<file path="src/rtl/time_counter.sv">
// BCD hh:mm:ss time-of-day counter advanced by rising edges of a divided clock level,
// with a set mode for manual per-field adjustment.
module time_counter #(
    parameter bit SYNC_EN  = 1'b1,
    parameter bit MODE_24H = 1'b1
) (
    input  logic       clk,
    input  logic       rst_n,
    input  logic       i_tick_clk,
    input  logic       i_set_mode,
    input  logic [1:0] i_set_sel,
    input  logic       i_set_inc,
    output logic [7:0] o_sec_bcd,
    output logic [7:0] o_min_bcd,
    output logic [7:0] o_hour_bcd,
    output logic       o_sec_pulse,
    output logic       o_day_wrap
);

    localparam logic [7:0] HOUR_RST  = MODE_24H ? 8'h00 : 8'h12;
    localparam logic [7:0] HOUR_LAST = MODE_24H ? 8'h23 : 8'h12;

    typedef enum logic [1:0] {
        SEL_SEC  = 2'd0,
        SEL_MIN  = 2'd1,
        SEL_HOUR = 2'd2,
        SEL_NONE = 2'd3
    } set_sel_e;

    // Edge-detect chain resets high so a divider held high through reset gives no tick.
    logic s0_q;
    logic prev_q;
    logic sample;
    logic tick;

    always_ff @(posedge clk or negedge rst_n) begin
        if (!rst_n) begin
            s0_q   <= 1'b1;
            prev_q <= 1'b1;
        end else begin
            // NOTE: sequential state uses non-blocking assignments so every flop samples pre-edge values.
            s0_q   <= i_tick_clk;
            prev_q <= sample;
        end
    end

    generate
        if (SYNC_EN) begin : g_sync
            logic s1_q;
            always_ff @(posedge clk or negedge rst_n) begin
                if (!rst_n) s1_q <= 1'b1;
                else        s1_q <= s0_q;
            end
            assign sample = s1_q;
        end else begin : g_nosync
            assign sample = s0_q;
        end
    endgenerate

    assign tick = sample & ~prev_q;

    function automatic logic [7:0] inc_mod60(input logic [7:0] v);
        logic [7:0] r;
        if (v[3:0] == 4'd9) begin
            if (v[7:4] == 4'd5) r = 8'h00;
            else                r = {v[7:4] + 4'd1, 4'd0};
        end else begin
            r = {v[7:4], v[3:0] + 4'd1};
        end
        return r;
    endfunction

    function automatic logic [7:0] inc_hour(input logic [7:0] v);
        logic [7:0] r;
        if (v == HOUR_LAST)      r = MODE_24H ? 8'h00 : 8'h01;
        else if (v[3:0] == 4'd9) r = {v[7:4] + 4'd1, 4'd0};
        else                     r = {v[7:4], v[3:0] + 4'd1};
        return r;
    endfunction

    logic [7:0] sec_q, sec_d;
    logic [7:0] min_q, min_d;
    logic [7:0] hour_q, hour_d;
    logic       sec_pulse_q, sec_pulse_d;
    logic       day_wrap_q, day_wrap_d;

    always_comb begin
        // NOTE: every always_comb output gets a default first, so no path can infer a latch.
        sec_d       = sec_q;
        min_d       = min_q;
        hour_d      = hour_q;
        sec_pulse_d = 1'b0;
        day_wrap_d  = 1'b0;

        if (i_set_mode) begin
            if (i_set_inc) begin
                case (set_sel_e'(i_set_sel))
                    SEL_SEC:  sec_d  = inc_mod60(sec_q);
                    SEL_MIN:  min_d  = inc_mod60(min_q);
                    SEL_HOUR: hour_d = inc_hour(hour_q);
                    default:  ;
                endcase
            end
        end else if (tick) begin
            sec_d       = inc_mod60(sec_q);
            sec_pulse_d = 1'b1;
            if (sec_q == 8'h59) begin
                min_d = inc_mod60(min_q);
                if (min_q == 8'h59) begin
                    hour_d     = inc_hour(hour_q);
                    day_wrap_d = (hour_q == HOUR_LAST);
                end
            end
        end
    end

    always_ff @(posedge clk or negedge rst_n) begin
        if (!rst_n) begin
            sec_q       <= 8'h00;
            min_q       <= 8'h00;
            hour_q      <= HOUR_RST;
            sec_pulse_q <= 1'b0;
            day_wrap_q  <= 1'b0;
        end else begin
            sec_q       <= sec_d;
            min_q       <= min_d;
            hour_q      <= hour_d;
            sec_pulse_q <= sec_pulse_d;
            day_wrap_q  <= day_wrap_d;
        end
    end

    assign o_sec_bcd   = sec_q;
    assign o_min_bcd   = min_q;
    assign o_hour_bcd  = hour_q;
    assign o_sec_pulse = sec_pulse_q;
    assign o_day_wrap  = day_wrap_q;

endmodule

</file>
<file path="config.mk">
export PLATFORM = sky130hd
export DESIGN_NAME = time_counter
export DESIGN_NICKNAME = d
export VERILOG_FILES = /design/src/rtl/time_counter.sv
export SDC_FILE = /design/constraint.sdc
export NUM_CORES = 1
export LEC_CHECK = 0
export ABC_CLOCK_PERIOD_IN_PS = 2300
export CELL_PAD_IN_SITES_DETAIL_PLACEMENT = 0
export CELL_PAD_IN_SITES_GLOBAL_PLACEMENT = 1
export CORE_MARGIN = 2
export CORE_UTILIZATION = 40
export CTS_BUF_LIST = sky130_fd_sc_hd__clkbuf_8
export DETAILED_ROUTE_END_ITERATION = 10
export PLACE_DENSITY = 0.88
export SLEW_MARGIN = 20
export SYNTH_ARGS = -nofsm -noshare
export SYNTH_HDL_FRONTEND = slang
export SYNTH_SLANG_ARGS = --single-unit
</file>
<file path="constraint.sdc">
create_clock -name clk -period 2.3 [get_ports clk]
set_input_delay 0.23 -clock clk [delete_from_list [all_inputs] [get_ports clk]]
set_output_delay 0.23 -clock clk [all_outputs]
set_load 0.05 [all_outputs]
</file>
==> results.md <==
- Post-layout power: about 2.4 mW
- GP Congestion: 0.7511
- Async SR Flop Fraction: 1.000
- Leak Pwr: between 0.8 and 0.9 nW
- Unrepaired setup endpoints after global routing: false
- Max frequency: ~530 MHz
- Pint: roughly 1.3 mW
- Max cap viols: 0
- Post-cts sizing count: 0
- Worst r2r src: o_sec_bcd[1]
- CP Launch Type: input pin
- Synth Warn #: 0
- Cell depth of the worst flop-to-flop path: 5
- Pwr/cell area: around 1200 nW/um^2
- RR Endpoint: o_min_bcd[5]
- Worst hold slack: 0.3277 ns
- Share of layout cells above drive strength 1: 0.1687
- Setup TNS: 0 ns
- HPWL after DPL: approximately 2100 um
- Crit path required time: approximately 2.5 ns
- Root Buffer: clkbuf_8
- Setup Skew: approximately 0.0083 ns
- Starting density of the core: 0.4286
- Post-route ant nets: 0
- EDFF count, synth: 0
- Cell variety after synth: 44
- # IOs: 33
- Total vias in the final route: ~1100
- Die area: approximately 4200 um^2
- Area of the core: approximately 3400 um^2
- Routed WL: slightly below 3000 um
- Num CTS Buffers: 5
- Setup-failing EPs final: 0
- Filler cell count: slightly above 300
- Crit Path Category: input pin to flop
- Initial DRC Count: 41
- Top-count cell post-synth: dfrtp_1
- HP Class: input pin to asynchronous set/reset pin
- Sw Pwr: about 1.1 mW
- DP Cell Count: 204
- Syn nets: about 140
- Vias in the first global route: around 1100
- Worst Setup End Kind: flop
- Total grt overflow: 0
- Ys flop type: dfrtp_1
- Yosys reg bits: 29
- Post-Syn Area: between 1000 and 1500 um^2
- I/O Buffers: 32
- Largest net degree at the start of global routing: 30
- Post-Syn Instances: 126
- CP Launch Point: i_set_mode
- Die width: between 60 and 70 um
- Post-route clock period utilization: 0.8236
- Final number of max-transition violations: 0
- Final Hold Fails: 0
- Avg Cell Area, Syn: approximately 12 um^2
- Die height: 64.50 um
- CTS H-Tree Depth: 2
- NumNets Final: ~180
- Area of the multi-input gates: roughly 700 um^2
- Synth area leader: dfrtp_1
- CTS tree: built
- DR WL/cell: roughly 14 um
- Syn-to-layout area delta: 31.45%
- Status: completed
- Sw Ratio: 0.4631
- Rel. slew slack: 0.6552
- Antenna cells: 0
- Non-Filler Instances: approximately 210
- Clk_lat worst skew: 0.29 ns
- Actual slew at the worst max-slew pin: between 0.5 and 0.6 ns
- Clk buf depth: 2
- Top cells by count, synth: 26 x dfrtp_1, 7 x nand3_1, 7 x o21ai_0
- Crit-path max FO: 7
- # clock sinks: 29
- Residual DRC: 0
- First-pass GRT wire length: slightly below 5000 um
- GRT Total Usage: 0.1571
- Sequential power share: 0.357
- Peak VDD IR: 0.0006059 V
- Minimum clock period after layout: approximately 1.9 ns
- Clk pin slew, worst setup/hold paths: 0.07 ns
- # rows: 21
- Setup bufs post-CTS: 0
- Synth top area share: 0.4444
- Critical Path AT: roughly 2.1 ns
- DR pass1 iterations: 5
- Reg-to-reg slack, setup: approximately 0.4 ns
- Reg area: ~730 um^2
- Cts hold-fix bufs: 0
- Clock group share of total power: 0.172
- Logic pwr share: 0.471
- Vias/cell: approximately 5.1
- Synth area leaders: dfrtp_1 44%, dfstp_2 5.4%, xnor2_1 3.6%
- Antenna violations before repair: 0
- Seq/Total Area, Yosys: 0.4983
-- layer usage --
metal	part of all wire	track usage	vias up
li1	-	-	533
met1	0.47	0.1905	519
met2	0.48	0.2552	30
met3	0.042	0.05208	6
met4	0.017	0.06915	0
met5	0	0	-
-- cells in the final DEF, fill, tap and decap left out, types with 2 or more instances in the layout --
master           instances
a31oi_1                  3
nor3_1                   4
dfrtp_1                 26
and4b_1                  3
mux2_4                   2
xnor2_1                  6
xor2_1                   3
clkdlybuf4s50_1         32
clkinv_2                 2
inv_1                    6
clkbuf_8                 5
and3_1                   2
nor3b_1                  3
nand2_1                  6
nor2_1                   4
nand3b_1                 3
nor2b_1                  2
dfstp_2                  3
nand2b_1                 3
ha_1                     4
o21ai_0                  7
nand3_1                  7
o31ai_1                  2
a21oi_1                  4
-- critical path: stages --
cell and delay [ns]:
clkdlybuf4s50_1 0.54, nor3b_4 0.33, o21ai_1 0.24, nor4b_4 0.34
mux2_2 0.37
-- logic make-up (layout without fill, tap and decap cells) --
logic type | count (synthesis) | count (layout) | share of synthesized area
AOI/OAI and AO/OA | 23 | 23 | 0.1188
xor gates and xnor gates | 9 | 9 | 0.05385
adders and majority gates | 4 | 4 | 0.03419
buffers and inverters | 7 | 47 | 0.02308
DFF | 29 | 29 | 0.4983
muxes | 3 | 3 | 0.02821
and+or+nand+nor | 51 | 51 | 0.2436
-- how the worst max path moves through the flow --
stage / endpoint / cells after the start
2_1_floorplan: o_min_bcd[5] / 5
3_3_place_gp: o_sec_bcd[5] / 5
3_5_place_dp: o_sec_bcd[5] / 5
4_1_cts: o_min_bcd[5] / 5
5_1_grt: o_sec_bcd[5] / 4
6_report: o_sec_bcd[5] / 5
-- metrics by stage --
step	cell area [um^2]	setup slack [ns]	utilization
after floorplan	1464	0.2984	-
after global placement	1838	0.2055	0.5381
after detailed placement	1838	0.1237	0.5381
after CTS	1924	0.3838	0.5634
after global routing	1924	0.2517	0.5634
final	1924	0.4057	0.5634
-- power groups by stage --
stage | Combinational (mW) | Sequential [mW] | Clock [mW]
final | 1.12 | 0.852 | 0.410
after global routing | 1.20 | 0.888 | 0.453
after CTS | 1.14 | 0.852 | 0.426
after detailed placement | 1.13 | 0.859 | 0
after global placement | 1.11 | 0.849 | 0
after floorplan | 0.326 | 1.28 | 0
-- state kept, by name, summed over array words and instances (netlist names) --
signal / flops
o_hour_bcd: 8
o_min_bcd: 8
o_sec_bcd: 8
g_sync.s1_q: 1
o_day_wrap: 1
o_sec_pulse: 1
prev_q: 1
s0_q: 1
-- final cells by class --
class | count | share of cell area
clock buffers | 5 | 0.03576
clock inverters | 3 | 0.009103
inverters | 6 | 0.01170
multi-input cells | 90 | 0.3641
flip-flops and latches | 29 | 0.3791
well taps | 46 | 0.02991
repair buffers | 33 | 0.1704
No activity file was read; power rests on OpenSTA's default activity.
==> edit 1, RTL diff (config.mk and constraints unchanged) <==
The parameter `SYNC_EN` goes from 1'b1 to 1'b0.
--- a/src/rtl/time_counter.sv
+++ b/src/rtl/time_counter.sv
@@ -1,7 +1,7 @@
 // BCD hh:mm:ss time-of-day counter advanced by rising edges of a divided clock level,
 // with a set mode for manual per-field adjustment.
 module time_counter #(
-    parameter bit SYNC_EN  = 1'b1,
+    parameter bit SYNC_EN  = 1'b0,
     parameter bit MODE_24H = 1'b1
 ) (
     input  logic       clk,
Check against the original RTL: not equivalent (a bounded check fails within 4 cycles, from zero or initial values and one cycle with rst_n low).
==> edit 1 against the unedited design <==
Synthesized area fell by 1.1%. Design area fell by 2.0%. Global-route usage rose by 0.32 points. Non-clock buffer count did not move. Die area fell by 1.0%. Total power rose by 4.8%. Critical path depth did not move. Combinational power rose by 11%. Sequential cell count fell by 1. Worst setup slack got worse by 0.025 ns. Routed wire length rose by 3.8%. Largest power group unchanged.
==> edit 1: results (changes against the unedited design) <==
- The flow ran to the end, and the final reports show no timing, DRC or antenna violations.
- The slack of the worst reg-to-reg path was 0.38 ns (-0.03 ns).
- The number of buffers inserted during clock tree synthesis is 3 (-2).
- The number of iterations in the first detailed-routing pass came to 4 (-1).
- The number of design-rule violations left by the first detailed-router iteration came to 63 (+54%).
- The fraction of registers with async set or reset after synthesis is 100.0% (unchanged).
- The mean post-synth cell area came to 10.97 um2 (-5.6%).
- The end of the worst register-to-register path is o_min_bcd[1].
- The reported leakage power was 0.8118 nW (+0.23%).
- The half-perimeter wire length after detailed placement came to 2.106 mm (about the same).
- The worst setup path is captured at a flop.
- The worst hold slack is 0.3223 ns (-0.005431 ns).
- The highest net fanout along the worst path was 7 (unchanged).
- The number of antenna violations at the first check in global routing is 0 (unchanged).
- STA classifies the critical path startpoint as a flop.
- The count of different cell masters after synthesis came to 44 (unchanged).
- The path depth of the worst reg2reg path came to 5 (unchanged).
- The clock-pin transition on the worst setup and hold timing paths is 0.10 ns (+0.03 ns).
- The total detailed-routing wirelength is 3.011 mm (+3.8%).
- By area the synthesized netlist is led by dfrtp_1 45%, dfstp_2 3.6%, xnor2_1 3.6%.
- The share of synthesized area occupied by flip-flops and latches came to 48.57% (-1.3 points).
- The placed instance count came to 209 (+2.5%).
- The startpoint of the most critical register-to-register path is s0_q.
- The class of the tightest hold or removal check is in -> async.
- The signal arrival time at the worst endpoint is 2.09 ns (+0.03 ns).
- The number of inserted diodes came to 0 (unchanged).
- The routed via count divided by cell count came to 5.188 (+1.1%).
- The maximum number of pins on one net before global-route repair is 29 (-3.3%).
- The maximum clock path buffer count came to 2 (unchanged).
- The H-tree depth reported by CTS came to 1 (-1).
- The number of vias after detailed routing is 1,105 (+1.6%).
- The number of cells upsized or downsized after cts is 0 (unchanged).
- The quantity of I/O buffers inserted on ports is 32 (unchanged).
- The total setup buffers inserted after CTS is 0 (unchanged).
- The proportion of layout cells with a drive suffix above 1 is 10.18% (-6.7 points).
- The final estimated routing congestion in global placement was 0.7427 (-1.1%).
- The yosys synthesis warning count is 0 (unchanged).
- The worst slew slack as a fraction of its limit was 60.85% (-4.7 points).
- The commonest cells after synthesis are 26 x dfrtp_1, 8 x inv_1.
- For this run, the leading register cell type out of synthesis is dfrtp_1.
- The global-route wire length before repair was 5.223 mm (+5.4%).
- The final net count was 179 (+1.7%).
- The later-pin clock latency in the skew report was 0.27 ns (-0.02 ns).
- The net count of the mapped netlist came to 143 (+4.4%).
- The overall routing resource usage is 16.03% (+0.32 points).
- The largest vdd supply drop is 0.7379 mV (+22%).
- The worst-case clock skew is 0.001478 ns (-0.006795 ns).
-- edit 1: cell count changes in the layout (fill, tap and decap cells not counted), moves of 2 or more --
cell and delta:
o21ai_0 -5, o21ai_1 +5, and2_1 +3, and4b_1 -3, nand4_1 +3, a22o_1 +2, clkbuf_8 -2, inv_1 +2
mux2_1 +2, mux2_4 -2, nor2b_1 +2, nor3_1 -2
-- edit 1: critical path: stages, from the launching register on --
cell and delay, ns:
dfstp_2 0.54, or3b_4 0.40, o21ai_1 0.14, and2_1 0.32
nand2_1 0.11, mux2_1 0.31
-- edit 1: cell type report --
| type | instances | area (um2) |
|---|---|---|
| clock inverter | 1 | 30.03 |
| clock buffer | 3 | 41.29 |
| sequential | 28 | 703.2 |
| fill | 317 | 1530 |
| tap | 46 | 57.56 |
| inverter | 9 | 35.03 |
| multi-input combinational | 93 | 690.7 |
| timing repair buffer | 33 | 327.8 |
-- edit 1: worst min path at each step --
stage / from / end / cells after the start
6_report: rst_n / o_hour_bcd[1] / 2
5_1_grt: i_tick_clk / s0_q / 1
4_1_cts: rst_n / o_hour_bcd[1] / 2
3_5_place_dp: s0_q / prev_q / 0
3_3_place_gp: s0_q / prev_q / 0
2_1_floorplan: rst_n / o_day_wrap / 0
-- edit 1: logic make-up (layout without fill, tap and decap cells) --
kind of cell	Yosys count	count (layout)	synth area share, %
xor+xnor	10	10	6.050
fa+ha+maj	4	4	3.457
compound gates	24	24	12.10
simple gates	51	51	23.08
flops	28	28	48.57
buf+inv	11	46	3.716
mux	4	4	3.025
-- edit 1: power by group --
group	switching, mW	total [mW]	leakage [nW]	internal, mW
Sequential	0.238	0.877	0.352	0.639
Clock	0.156	0.389	0.0357	0.233
Combinational	0.787	1.24	0.424	0.448
-- edit 1: stage by stage --
stage	setup WS (ns)	power [mW]	cell area, um2
2_1_floorplan	0.2853	1.689	1448
3_3_place_gp	0.2748	2.079	1814
3_5_place_dp	0.2044	2.110	1814
4_1_cts	0.3751	2.518	1886
5_1_grt	0.2350	2.645	1886
6_report	0.3807	2.501	1886
-- edit 1: metal layers --
metal  track usage [%]  vias to the layer above  wire length [um]
li1                  -                      537                 -
met1             20.40                      532              1383
met2             27.86                       34              1460
met3             3.873                        2               150
met4             2.926                        0                17
met5                 0                        -                 0
==> edit 2, RTL diff (same flow settings) <==
Made on the original files. Reset style: synchronous (`rst_n`), changed in 3 clocked blocks.
--- a/src/rtl/time_counter.sv
+++ b/src/rtl/time_counter.sv
@@ -33,7 +33,7 @@
     logic sample;
     logic tick;
 
-    always_ff @(posedge clk or negedge rst_n) begin
+    always_ff @(posedge clk) begin
         if (!rst_n) begin
             s0_q   <= 1'b1;
             prev_q <= 1'b1;
@@ -47,7 +47,7 @@
     generate
         if (SYNC_EN) begin : g_sync
             logic s1_q;
-            always_ff @(posedge clk or negedge rst_n) begin
+            always_ff @(posedge clk) begin
                 if (!rst_n) s1_q <= 1'b1;
                 else        s1_q <= s0_q;
             end
@@ -114,7 +114,7 @@
         end
     end
 
-    always_ff @(posedge clk or negedge rst_n) begin
+    always_ff @(posedge clk) begin
         if (!rst_n) begin
             sec_q       <= 8'h00;
             min_q       <= 8'h00;
Behaviour: differs if rst_n is asserted again (counterexample within 4 cycles, from zero or initial values and one cycle with rst_n low); with rst_n held inactive, the same outputs for 4 cycles.
==> edit 2 against the unedited design <==
Critical path depth is the same. Utilization shrank 1.6 points. Synthesized area rose by 2.7%. Routed wire length up 22%. Sequential cell count stayed put. Fmax is 9.5% lower. Worst setup slack got worse by 0.20 ns. Design area rose by 3.3%. Non-clock buffer count up 5. Largest cell class is now multi-input combinational cells. Highest routed layer unchanged.
Power is not compared: it rests on default switching activity, and its combinational part moved more than twofold at a synthesized area within 25%.
==> edit 2: results (changes against the unedited design) <==
- The number of antenna violations at the first check in global routing came to 0 (unchanged).
- Yosys attributes the largest share of cell area to dfxtp_1 39%, a21oi_1 3.3%, ha_1 3.3%.
- The signal arrival time at the worst endpoint came to 2.30 ns (+0.24 ns).
- The number of inserted diodes was 0 (unchanged).
- The later-pin clock latency in the skew report is 0.28 ns.
- In this run the static leakage power is 0.6709 nW.
- The placed instance area is 1901 um2 (+3.4%).
- The total detailed-routing wirelength is 3.534 mm (+22%).
- The proportion of layout cells with a drive suffix above 1 is 9.048% (-7.8 points).
- The number of iterations in the first detailed-routing pass was 4 (-1).
- The global-route wire length before repair is 5.940 mm (+20%).
- The setup slack at placement is 0.1432 ns (+0.01947 ns).
- The net count of the mapped netlist was 182 (+33%).
- The number of buffers inserted during clock tree synthesis is 5 (unchanged).
- Cell internal power was estimated by the tool at 739.4 uW.
- The half-perimeter wire length after detailed placement is 2.606 mm (+24%).
- The final net count is 220 (+25%).
- The min-delay analysis places its worst path in the category reg -> reg.
- Clock tree synthesis selected as its root buffer the cell clkbuf_8.
- The clock-pin transition on the worst setup and hold timing paths is 0.06 ns.
- The number of design-rule violations left by the first detailed-router iteration is 91 (+120%).
- VDD sags by at most 0.3355 mV.
- The via count of the first global-routing pass is 1,322 (+24%).
- The predominant post-synthesis flop cell is dfxtp_1.
- The share of synthesized area occupied by flip-flops and latches was 38.60% (-11 points).
- The H-tree depth reported by CTS was 2 (unchanged).
- The maximum number of pins on one net before global-route repair is 18 (-40%).
- The number of cells upsized or downsized after cts is 0 (unchanged).
- The fraction of registers with async set or reset after synthesis is 0% (-100 points).
- The overall routing resource usage was 18.12% (+2.4 points).
- The pin slew with the least headroom to its limit is 0.8721 ns (+0.3583 ns).
- The yosys synthesis warning count is 0 (unchanged).
- The count of different cell masters after synthesis is 51 (+16%).
- By count the netlist is led by 29 x dfxtp_1, 12 x inv_1, 10 x a21oi_1, 10 x nand2_1, 8 x o21ai_0.
- The worst-case clock skew was 0.003867 ns (-0.004406 ns).
- The number of vias after detailed routing came to 1,443 (+33%).
- The final estimated routing congestion in global placement is 0.8058 (+7.3%).
- The highest net fanout along the worst path is 14 (+7).
- The run finished with clean final reports.
- The total setup buffers inserted after CTS is 0 (unchanged).
- The maximum clock path buffer count is 2 (unchanged).
- The quantity of I/O buffers inserted on ports came to 32 (unchanged).
## edit 2: cell types whose count changed after synthesis, sizes merged, moves of 4 or more
cell,unedited run,this run
mux2i,0,4
xnor2,6,1
dfrtp,26,0
dfxtp,0,29
clkbuf,0,6
inv,6,12
a21oi,4,10
nor4,0,4
## edit 2: worst max-delay path: stages, from the launching register on
cell	delay, ns
dfxtp_1	0.41
nor4bb_1	0.37
buf_4	0.22
a21oi_1	0.26
or4_1	0.58
a31oi_1	0.17
## edit 2: final cells by class
| cell class | count | area, um2 |
|---|---|---|
| Fill cell | 337 | 1645 |
| Multi-Input combinational cell | 122 | 850.8 |
| Sequential cell | 29 | 580.6 |
| Timing Repair Buffer | 38 | 365.4 |
| Clock buffer | 5 | 68.82 |
| Tap cell | 48 | 60.06 |
| Inverter | 13 | 48.80 |
| Clock inverter | 3 | 13.76 |
## edit 2: per-layer routing
metal  part of all wire (%)  global-route usage [%]
met5                      0                       0
met4                    1.9                   7.292
met3                    5.6                   5.137
met2                     48                   29.34
met1                     45                   22.65
## edit 2: power groups by stage
stage	registers, mW	logic (mW)	clock network, mW
2_1_floorplan	0.530	0.0299	0
3_3_place_gp	0.522	0.0661	0
3_5_place_dp	0.523	0.0670	0
4_1_cts	0.511	0.0675	0.407
5_1_grt	0.512	0.0740	0.435
6_report	0.511	0.0687	0.401
## edit 2: cell families (layout without fill, tap and decap cells)
group	count (synthesis)	in the layout	synth area share [%]
flip-flops	29	29	38.60
buffers and inverters	20	59	5.157
AND/OR/NAND/NOR	65	65	27.21
adder cells (fa/ha/maj)	4	4	3.328
AO/OA/AOI/OAI	47	47	21.88
XOR/XNOR	2	2	1.165
multiplexers	4	4	2.662
## edit 2: worst paths after layout
| kind | slack, ns | depth (start not counted) | endpoint | startpoint |
|---|---|---|---|---|
| max | 0.21 | 5 | o_min_bcd[3] | o_sec_bcd[3] |
| min | 0.41 | 1 | g_sync.s1_q | s0_q |
| max reg2reg | 0.21 | 5 | o_min_bcd[3] | o_sec_bcd[3] |
| min reg2reg | 0.41 | 1 | g_sync.s1_q | s0_q |
## edit 2: metrics by stage
stage / cells / hold slack [ns] / power [mW]
floorplan: 171 / 0.3315 / 0.5599
global placement: 250 / 0.3924 / 0.5885
detailed placement: 250 / 0.3917 / 0.5896
CTS: 258 / 0.4069 / 0.9863
global route: 258 / 0.4319 / 1.021
finish: 258 / 0.4073 / 0.9808
